===== src/rtl/ahbs2wbm_pkg.sv =====
// Shared AHB / WISHBONE encodings and bridge request payload for ahbs2wbm.
package ahbs2wbm_pkg;

  localparam logic [1:0] HTRANS_IDLE   = 2'b00;
  localparam logic [1:0] HTRANS_BUSY   = 2'b01;
  localparam logic [1:0] HTRANS_NONSEQ = 2'b10;
  localparam logic [1:0] HTRANS_SEQ    = 2'b11;

  localparam logic [1:0] HRESP_OKAY  = 2'b00;
  localparam logic [1:0] HRESP_ERROR = 2'b01;
  localparam logic [1:0] HRESP_RETRY = 2'b10;
  localparam logic [1:0] HRESP_SPLIT = 2'b11;

  localparam logic [2:0] HSIZE_BYTE  = 3'b000;
  localparam logic [2:0] HSIZE_HWORD = 3'b001;
  localparam logic [2:0] HSIZE_WORD  = 3'b010;

  localparam logic [2:0] WBCTI_CLASSIC = 3'b000;
  localparam logic [1:0] WBBTE_LINEAR  = 2'b00;

  // Captured address phase, replayed on the WB master port
  typedef struct packed {
    logic [31:0] addr;
    logic        we;
    logic [3:0]  sel;
  } ahb_req_t;

  // clog2 that never yields a zero-width vector
  function automatic int unsigned clog2_min1(input int unsigned v);
    return (v <= 1) ? 1 : $clog2(v);
  endfunction

endpackage


===== src/rtl/ahbs2wbm_lane.sv =====
// Little-endian byte-lane decode of an AHB transfer; flags misaligned or oversized accesses.
module ahbs2wbm_lane
  import ahbs2wbm_pkg::*;
(
  input  logic [2:0] i_hsize,
  input  logic [1:0] i_addr,
  output logic [3:0] o_sel_c,
  output logic       o_decode_err_c
);

  always_comb begin
    o_sel_c        = 4'b0000;
    o_decode_err_c = 1'b0;
    case (i_hsize)
      HSIZE_BYTE: o_sel_c = 4'b0001 << i_addr;
      HSIZE_HWORD: begin
        o_sel_c        = i_addr[1] ? 4'b1100 : 4'b0011;
        o_decode_err_c = i_addr[0];
      end
      HSIZE_WORD: begin
        o_sel_c        = 4'b1111;
        o_decode_err_c = (i_addr != 2'b00);
      end
      default: o_decode_err_c = 1'b1;
    endcase
  end

endmodule


===== src/rtl/ahbs2wbm.sv =====
// AHB slave to classic WISHBONE master bridge: one WB cycle per AHB beat,
// ack/err/rty mapped to OKAY/ERROR/RETRY, with an optional WB wait timeout.
module ahbs2wbm
  import ahbs2wbm_pkg::*;
#(
  parameter int unsigned TIMEOUT = 255
) (
  input  logic        clk,
  input  logic        rst_n,
  input  logic        ahbsi_hsel,
  input  logic [31:0] ahbsi_haddr,
  input  logic        ahbsi_hwrite,
  input  logic [1:0]  ahbsi_htrans,
  input  logic [2:0]  ahbsi_hsize,
  input  logic [2:0]  ahbsi_hburst,
  input  logic [31:0] ahbsi_hwdata,
  input  logic        ahbsi_hready,
  output logic        ahbso_hready,
  output logic [1:0]  ahbso_hresp,
  output logic [31:0] ahbso_hrdata,
  output logic [31:0] wb_adr_o,
  output logic [31:0] wb_dat_o,
  output logic [3:0]  wb_sel_o,
  output logic        wb_we_o,
  output logic        wb_cyc_o,
  output logic        wb_stb_o,
  output logic [2:0]  wb_cti_o,
  output logic [1:0]  wb_bte_o,
  input  logic [31:0] wb_dat_i,
  input  logic        wb_ack_i,
  input  logic        wb_err_i,
  input  logic        wb_rty_i
);

  localparam int unsigned CNT_W = clog2_min1(TIMEOUT + 1);

  localparam logic [1:0] ST_IDLE  = 2'b00;
  localparam logic [1:0] ST_BUS   = 2'b01;
  localparam logic [1:0] ST_RESP1 = 2'b10;
  localparam logic [1:0] ST_RESP2 = 2'b11;

  logic [1:0]       r_state;
  logic [1:0]       w_state_nxt;
  ahb_req_t         r_req;
  ahb_req_t         w_req;
  logic [CNT_W-1:0] r_cnt;
  logic             r_hready;
  logic             w_hready_nxt;
  logic [1:0]       r_hresp;
  logic [1:0]       w_hresp_nxt;
  logic [31:0]      r_hrdata;
  logic             r_cyc;
  logic             w_cyc_nxt;
  logic [3:0]       w_sel;
  logic             w_dec_err;
  logic             w_capture;
  logic             w_expired;
  logic             w_rd_ack;
  logic             w_unused;

  ahbs2wbm_lane u_lane (
    .i_hsize        (ahbsi_hsize),
    .i_addr         (ahbsi_haddr[1:0]),
    .o_sel_c        (w_sel),
    .o_decode_err_c (w_dec_err)
  );

  assign w_capture = ahbsi_hsel && ahbsi_hready &&
                     ((ahbsi_htrans == HTRANS_NONSEQ) || (ahbsi_htrans == HTRANS_SEQ)) &&
                     ((r_state == ST_IDLE) || (r_state == ST_RESP2));
  // Fires on the last permitted wait cycle so RESP1 lands TIMEOUT cycles after stb rises
  assign w_expired = (TIMEOUT != 0) && (r_cnt == CNT_W'(TIMEOUT - 1));
  assign w_rd_ack  = (r_state == ST_BUS) && wb_ack_i && !wb_err_i && !wb_rty_i && !r_req.we;
  assign w_req     = '{addr: ahbsi_haddr, we: ahbsi_hwrite, sel: w_sel};
  assign w_unused  = ^ahbsi_hburst;

  always_comb begin
    w_state_nxt = r_state;
    w_hresp_nxt = HRESP_OKAY;
    case (r_state)
      ST_IDLE, ST_RESP2: begin
        w_state_nxt = ST_IDLE;
        if (w_capture) begin
          if (w_dec_err) begin
            w_state_nxt = ST_RESP1;
            w_hresp_nxt = HRESP_ERROR;
          end else begin
            w_state_nxt = ST_BUS;
          end
        end
      end
      ST_BUS: begin
        if (wb_err_i) begin
          w_state_nxt = ST_RESP1;
          w_hresp_nxt = HRESP_ERROR;
        end else if (wb_rty_i) begin
          w_state_nxt = ST_RESP1;
          w_hresp_nxt = HRESP_RETRY;
        end else if (wb_ack_i) begin
          w_state_nxt = ST_IDLE;
        end else if (w_expired) begin
          w_state_nxt = ST_RESP1;
          w_hresp_nxt = HRESP_ERROR;
        end
      end
      ST_RESP1: begin
        w_state_nxt = ST_RESP2;
        w_hresp_nxt = r_hresp;
      end
      default: w_state_nxt = ST_IDLE;
    endcase
    w_hready_nxt = (w_state_nxt == ST_IDLE) || (w_state_nxt == ST_RESP2);
    w_cyc_nxt    = (w_state_nxt == ST_BUS);
  end

  always_ff @(posedge clk) begin
    if (!rst_n) begin
      r_state  <= ST_IDLE;
      r_req    <= '0;
      r_cnt    <= '0;
      r_hready <= 1'b1;
      r_hresp  <= HRESP_OKAY;
      r_hrdata <= '0;
      r_cyc    <= 1'b0;
    end else begin
      r_state  <= w_state_nxt;
      r_hready <= w_hready_nxt;
      r_hresp  <= w_hresp_nxt;
      r_cyc    <= w_cyc_nxt;
      if (w_capture) r_req <= w_req;
      r_cnt <= (r_state == ST_BUS) ? r_cnt + CNT_W'(1) : '0;
      if (w_rd_ack) r_hrdata <= wb_dat_i;
    end
  end

  assign ahbso_hready = r_hready;
  assign ahbso_hresp  = r_hresp;
  assign ahbso_hrdata = r_hrdata;
  assign wb_adr_o     = r_req.addr;
  assign wb_sel_o     = r_req.sel;
  assign wb_we_o      = r_req.we;
  assign wb_cyc_o     = r_cyc;
  assign wb_stb_o     = r_cyc;
  assign wb_dat_o     = ahbsi_hwdata;
  assign wb_cti_o     = WBCTI_CLASSIC;
  assign wb_bte_o     = WBBTE_LINEAR;

endmodule


===== config.mk =====
export PLATFORM = sky130hd
export DESIGN_NAME = ahbs2wbm
export DESIGN_NICKNAME = d
export VERILOG_FILES = /design/src/rtl/ahbs2wbm_pkg.sv /design/src/rtl/ahbs2wbm_lane.sv /design/src/rtl/ahbs2wbm.sv
export SDC_FILE = /design/constraint.sdc
export NUM_CORES = 1
export LEC_CHECK = 0
export ABC_AREA = 1
export BUFFER_PORTS_ARGS = -buffer_cell sky130_fd_sc_hd__buf_2
export CAP_MARGIN = 20
export CORE_MARGIN = 2
export CORE_UTILIZATION = 30
export DETAILED_ROUTE_END_ITERATION = 8
export GPL_TIMING_DRIVEN = 0
export HOLD_SLACK_MARGIN = 0.1
export MAX_ROUTING_LAYER = met4
export SYNTH_ARGS = -nofsm -noshare
export SYNTH_HDL_FRONTEND = slang
export SYNTH_SLANG_ARGS = --single-unit

===== constraint.sdc =====
create_clock -name clk -period 5.6 [get_ports clk]
set_input_delay 0.28 -clock clk [delete_from_list [all_inputs] [get_ports clk]]
set_output_delay 0.28 -clock clk [all_outputs]
set_load 0.02 [all_outputs]

==> results of run 1 <==
==> cell type report <==
type                            count  area, um^2  area share
Clock buffer                       14         254      0.0525
Buffer                             58         398      0.0822
Tap cell                          143         179      0.0370
Inverter                           21        78.8      0.0163
Timing Repair Buffer              181         906       0.187
Multi-Input combinational cell    293        1330       0.274
Sequential cell                    83        1660       0.343
Clock inverter                      2        35.0     0.00724
==> logic make-up after synthesis <==
group / after synthesis
AO/OA/AOI/OAI: 90
XOR/XNOR: 1
adder cells (fa/ha/maj): 5
buffers and inverters: 79
flip-flops: 83
other: 1
AND/OR/NAND/NOR: 192
==> registers in the layout, indices dropped and copies added, names as in the netlist, 2 cells and up <==
name and count:
ahbso_hrdata 32, ahbso_hresp 2, r_cnt 8, r_state 2, wb_adr_o 32, wb_sel_o 4
==> placed cells by master, fill, tap and decap left out, types with 3 or more instances in the layout <==
cell	count
nor2_1	142
nor2_2	3
buf_4	38
buf_2	187
clkbuf_16	9
ha_1	5
nor3_1	4
buf_6	4
clkbuf_1	13
inv_1	19
o21ai_0	73
nand2_1	29
nand3_1	7
a21oi_1	11
conb_1	5
o21ai_1	3
dfxtp_1	83
==> power by group <==
part	total (mW)	internal (mW)	leakage (nW)	switching (mW)
Combinational	0.166	0.0719	1.58	0.0941
Clock	0.577	0.358	0.141	0.219
Sequential	0.613	0.605	0.673	0.00731
Total	1.36	1.03	2.40	0.321
==> worst max-delay path, delay by kind of cell, from the launching register on <==
kind          cells  cell delay, ps
simple gates      4             670
fa+ha+maj         2             590
buf+inv           3             390
flops             1             340
==> metrics by stage <==
step,setup WS [ps],instances
global route,3330,795
CTS,3420,795
finish,3480,795
detailed placement,3450,779
global placement,3460,779
floorplan,3790,455
==> final timing paths <==
path / slack [ps] / to / start
worst min-delay path: 200 / ahbso_hrdata[31] / wb_dat_i[31]
worst max register to register: 3480 / ahbso_hready / r_state[0]
worst max-delay path: 3480 / ahbso_hready / r_state[0]
worst min register to register: 470 / r_cnt[0] / r_cnt[0]
==> layer usage <==
metal | global-route usage | share of wire | up-vias
met5 | - | 0 | -
met4 | 0.0543 | 0.015 | 0
met3 | 0.0454 | 0.086 | 11
met2 | 0.258 | 0.47 | 150
met1 | 0.162 | 0.43 | 1522
li1 | - | - | 1784
==> out/qor.log, run 1 <==
[status] status complete, no violations
[synth] largest area contributor in the synthesized netlist dfxtp_1
[floorplanning] die width 111 um
[setup_path] library cell appearing most often on the critical path ha_1
[sta] post-layout minimum cycle time 2120 ps
[synth] yosys synthesis warning count 0
[synth] post-synthesis xor/xnor area fraction 0.00254
[job] number of max-cap violations 0
[finish] count of inserted antenna diode cells 0
[finish] share of post-route cells with drive strength above 1 0.388
[sta] final count of pins violating max slew 0
[detailed_routing] average via count per standard cell 4.36
[floorplanning] number of top-level pins 223
[sta] Hold WS 195 ps
[clock_tree] clock root cell clkbuf_16
[floorplanning] DIE HEIGHT 111 um
[global_route] overall overflow remaining after global route 0
[floorplanning] Initial Util 0.305
[global_route] via count of the first global-routing pass 3207
[synth] gate count of the mapped netlist 451
[sta] number of failing setup endpoints in the final timing report 0
[synth] number of synthesized flops with an enable pin 0
[clock_tree] # Post-CTS Setup Buffers 0
[setup_path] library cell contributing the largest single delay on the critical path ha_1
[finish] final cell area excluding filler cells 4840 um^2
[power] largest vdd supply drop 0.170 mV
[sta] slew at the pin closest to its max-slew limit 570 ps
[detailed_routing] Post-route DRC 0
[synth] average cell area after synthesis 7.65 um^2
[floorplanning] die outline area 12400 um^2
[synth] Synth Area in Compound Gates 0.133
[sta] Max Fclk 0.471 GHz
[finish] utilization after layout 0.427
[placement] dpl hpwl 7.34 mm
[clock_tree] number of hold-repair buffers added at the cts stage 0
[setup_path] arrival time of the worst setup path 2340 ps
[synth] multiplexer fraction of the synthesized cell area 0
[global_route] global-route wire length before repair 14.5 mm
[power] Leakage 2.40 nW
[clock_tree] clock latency on the worst-skew pair 330 ps
[detailed_routing] number of optimization iterations in the first detailed-route pass 4
[finish] fillcell total 1180
[power] power density normalized to cell area 280 nW/um^2
[clock_tree] clock sink count 83
[finish] layout-stage area growth over the synthesis result 40.2%
[setup_path] critical path class reg2reg
[clock_tree] clock tree from TritonCTS yes
[detailed_routing] DRT iter0 DRCs 72
[synth] arithmetic-cell share of the synthesized area counting full adders, half adders and majority gates 0.0181
[global_route] global-route usage over all layers 0.149
[placement] input/output buffers 181
[placement] final weighted congestion in routability-driven placement 0.851
[sta] Clock Skew 5.23 ps
[setup_path] crit end category flip-flop
[finish] Post-layout nets 764
[detailed_routing] count of vias placed by the detailed router 3467
[sta] final clock period utilization by the worst path 0.379
[synth] main area contributors after synthesis dfxtp_1 48%, nor2_1 15%, o21ai_0 11%
[min_path] Worst Hold Depth 3
[synth] share of the synthesized area in the top cell type 0.482
[floorplanning] Core Rows 39
[placement] total placed instance area 4550 um^2
[synth] fraction of registers with async set/reset 0
[clock_tree] Clock Path Buffers 2
[synth] synthesized-area fraction occupied by and/or/nand/nor cells 0.226
[sta] setup repair after global routing missed its margin false
[synth] leading post-synthesis cells by instance count 142 x nor2_1, 83 x dfxtp_1, 73 x o21ai_0
[sta] Max-slew headroom 0.620
[setup_path] critical path required time 5820 ps
[synth] portion of the post-synthesis area used by sequential elements 0.482
[setup_path] number of cells traversed by the worst register-to-register path 9
[setup_path] Crit path largest cell delay 380 ps
[setup_path] critical path fanouts, max 10
[power] Overall Power 1.36 mW
[clock_tree] clock-pin slew on the worst setup and hold paths 60 ps
[clock_tree] post-cts gate resize count 0
[setup_path] cell breakdown of the critical path inv_1, ha_1, nand4_4, inv_2, buf_6, nand3_1, nand2_1, ha_1, or2_2
[clock_tree] CTS H-tree depth 3
[sta] sum of negative setup slack 0 ps
[synth] dominant combinational cell family by area after synthesis simple AND/OR/NAND/NOR gates
[global_route] pin count of the biggest net entering global routing 13
[synth] unique cell type count in the Yosys netlist 27
[synth] number of synthesized register bits 83
[min_path] kind of path behind the tightest hold check in2reg
[clock_tree] total clock buffers created by CTS 9
[floorplanning] Core Area 11300 um^2
[synth] Top FF cell, synth dfxtp_1
[detailed_routing] antenna-violating nets left 0
[detailed_routing] total length of routed wires 9.25 mm
[global_route] antenna violations before repair 0
[detailed_routing] per-cell routed wire length 11.6 um
[synth] Synth Cell Area 3450 um^2
[synth] leading cell type by number of instances after synthesis nor2_1
[sta] Hold Vio Cnt, Final 0
[setup_path] startpoint kind of the worst setup timing path flip-flop
(Power assumes the default switching activity.)
==> inputs of run 2 (changes only) <==
- clock period: 5.6 -> 1.9 ns (I/O delays scaled with it)
==> run 2 against run 1 <==
Against the previous run:
- sequential power grew to 3.0 times the previous value
- core utilization is 6.5 points higher
- global-route usage up 1.7 points
- sequential cell count unchanged
- total power grew to 3.0 times the previous value
- sequential share of layout area fell by 4.5 points
- largest cell class is now non-clock buffers
- worst hold slack worse by 72 ps
- final area up 15%
==> out/qor.log, run 2 (synthesis gave the netlist of run 1 again) <==
[sta] Hold WS 124 ps [-71.7 ps]
[setup_path] number of cells traversed by the worst register-to-register path 8 [-1]
[floorplanning] die width 111 um [unchanged]
[setup_path] library cell contributing the largest single delay on the critical path dfxtp_2
[global_route] via count of the first global-routing pass 3597 [+12%]
[finish] share of post-route cells with drive strength above 1 0.366 [-0.0220]
[setup_path] cell breakdown of the critical path inv_2, ha_4, nand4_4, inv_4, nand2_1, a21boi_2, ha_1, or2_2
[setup_path] arrival time of the worst setup path 2050 ps [-290 ps]
[power] Cell Int Power 3.15 mW [+200%]
[clock_tree] clock sink count 83 [unchanged]
[min_path] kind of path behind the tightest hold check in2reg
[clock_tree] total clock buffers created by CTS 9 [unchanged]
[detailed_routing] number of optimization iterations in the first detailed-route pass 4 [unchanged]
[sta] post-route setup slack 67.3 ps [-3410 ps]
[detailed_routing] DRT iter0 DRCs 74 [+2.8%]
[floorplanning] Initial Util 0.305 [unchanged]
[finish] top library cells by usage in the layout, fill and taps aside 187 x buf_2, 142 x nor2_1, 81 x dfxtp_1, 73 x o21ai_0, 67 x dlygate4sd3_1
[floorplanning] die outline area 12400 um^2 [unchanged]
[placement] worst-case setup slack after placement -255 ps [-3700 ps]
[floorplanning] DIE HEIGHT 111 um [unchanged]
[setup_path] reg2reg start r_state[0]
[power] Switching Power 0.980 mW [+210%]
[global_route] global-route wire length before repair 16.2 mm [+12%]
[sta] slew at the pin closest to its max-slew limit 577 ps [+6.82 ps]
[power] combinational share of power 0.148 [+0.026]
[clock_tree] clock root cell clkbuf_16
[setup_path] startpoint kind of the worst setup timing path flip-flop
[power] sw frac 0.237 [+0.000917]
[placement] total placed instance area 4550 um^2 [unchanged]
[sta] final count of pins violating max slew 0 [unchanged]
[placement] dpl hpwl 7.34 mm [unchanged]
[power] power density normalized to cell area 740 nW/um^2 [+160%]
[floorplanning] Core Area 11300 um^2 [unchanged]
[sta] Clock Skew 7.84 ps [+2.61 ps]
[global_route] global-route usage over all layers 0.166 [+0.0169]
[detailed_routing] per-cell routed wire length 11.9 um [+2.6%]
[status] status complete, no violations
[finish] final cell area excluding filler cells 5570 um^2 [+15%]
[setup_path] worst setup path end ahbso_hready
[global_route] pin count of the biggest net entering global routing 13 [unchanged]
[placement] input/output buffers 181 [unchanged]
[clock_tree] clock tree from TritonCTS yes
[detailed_routing] average via count per standard cell 4.37 [+0.16%]
[finish] commonest non-fill, non-tap cell in the layout buf_2
[sta] Hold Vio Cnt, Final 0 [unchanged]
[clock_tree] clock latency on the worst-skew pair 330 ps [about the same]
[detailed_routing] count of vias placed by the detailed router 3787 [+9.2%]
[setup_path] worst setup path start r_state[0]
[detailed_routing] antenna-violating nets left 0 [unchanged]
[setup_path] slack of the worst reg-to-reg path 70 ps [-3410 ps]
[sta] Max Fclk 0.546 GHz [+16%]
[power] clock network power share 0.414 [-0.012]
[sta] post-layout minimum cycle time 1830 ps [-288 ps]
[global_route] antenna violations before repair 0 [unchanged]
[detailed_routing] total length of routed wires 10.4 mm [+12%]
[floorplanning] Core Rows 39 [unchanged]
[finish] layout-stage area growth over the synthesis result 61.5%
[sta] number of failing setup endpoints in the final timing report 0 [unchanged]
[power] Overall Power 4.13 mW [+200%]
[clock_tree] Clock Path Buffers 2 [unchanged]
[sta] final clock period utilization by the worst path 0.965 [+0.586]
[detailed_routing] Post-route DRC 0 [unchanged]
[finish] count of inserted antenna diode cells 0 [unchanged]
[clock_tree] clock-pin slew on the worst setup and hold paths 60 ps [about the same]
[setup_path] crit end category flip-flop
[floorplanning] number of top-level pins 223 [unchanged]
[setup_path] Crit path largest cell delay 340 ps [-40 ps]
[power] Leakage 2.70 nW [+13%]
[job] number of max-cap violations 0 [unchanged]
[finish] Post-layout nets 836 [+9.4%]
[finish] fillcell total 1087 [-7.9%]
[sta] Max-slew headroom 0.615 [-0.00455]
[global_route] overall overflow remaining after global route 0 [unchanged]
[clock_tree] CTS H-tree depth 3 [unchanged]
[power] largest vdd supply drop 0.482 mV [+180%]
[placement] final weighted congestion in routability-driven placement 0.851 [unchanged]
[setup_path] worst reg2reg endpoint ahbso_hready
[setup_path] critical path class reg2reg
[power] Seq pwr share 0.438 [-0.014]
[setup_path] critical path fanouts, max 4 [-6]
[setup_path] critical path required time 2120 ps [-3700 ps]
==> run 2: worst min-delay path by stage <==
stage | start | to | slack [ps] | cells past startpoint
finish | wb_err_i | ahbso_hresp[0] | 120 | 5
global route | wb_err_i | ahbso_hresp[0] | 160 | 5
CTS | wb_err_i | ahbso_hresp[0] | 110 | 5
detailed placement | wb_dat_i[8] | ahbso_hrdata[8] | 340 | 3
global placement | wb_dat_i[13] | ahbso_hrdata[13] | 340 | 3
floorplan | ahbsi_haddr[1] | wb_adr_o[1] | 240 | 2
==> run 2: area by class of cell <==
cell class | instances | area, um^2 | area share
inverters | 21 | 81.3 | 0.0146
plain buffers | 58 | 398 | 0.0714
flip-flops and latches | 83 | 1660 | 0.299
repair buffers | 253 | 1610 | 0.290
multi-input cells | 293 | 1350 | 0.242
clock buffers | 14 | 254 | 0.0456
clock inverters | 2 | 35.0 | 0.00629
well taps | 143 | 179 | 0.0321
==> run 2: repair_timing <==
action,4_1_cts,5_1_grt
resized for setup,2,7
hold endpoints to repair,66,0
pin swaps,1,2
setup endpoints to repair,1,1
buffers inserted,3,2
cloned,0,0
hold buffers,67,0
==> run 2: per-layer routing <==
layer,part of all wire,track usage
met1,0.42,0.176
met5,0,-
met2,0.50,0.302
met4,0.015,0.0568
met3,0.069,0.0410
==> run 2: critical path: cells and delay by family (launching register included) <==
family | cells | cell delay, ps
adder cells (fa/ha/maj) | 2 | 560
AO/OA/AOI/OAI | 1 | 160
buffers and inverters | 2 | 170
AND/OR/NAND/NOR | 3 | 490
flip-flops | 1 | 340
==> run 2: power groups by stage <==
stage                     sequential [mW]  combinational, mW  clock [mW]
after detailed placement             1.84              0.494           0
after global routing                 1.81              0.665        1.84
after global placement               1.84              0.488           0
after CTS                            1.81              0.606        1.77
final                                1.81              0.612        1.71
after floorplan                      1.90              0.248           0
==> run 2: stage by stage <==
| step | util | TNS, ps | instances |
|---|---|---|---|
| 2_1_floorplan | - | 0 | 455 |
| 3_3_place_gp | 0.402 | -242 | 779 |
| 3_5_place_dp | 0.402 | -255 | 779 |
| 4_1_cts | 0.490 | 0 | 865 |
| 5_1_grt | 0.492 | -5.60 | 867 |
| 6_report | 0.492 | 0 | 867 |
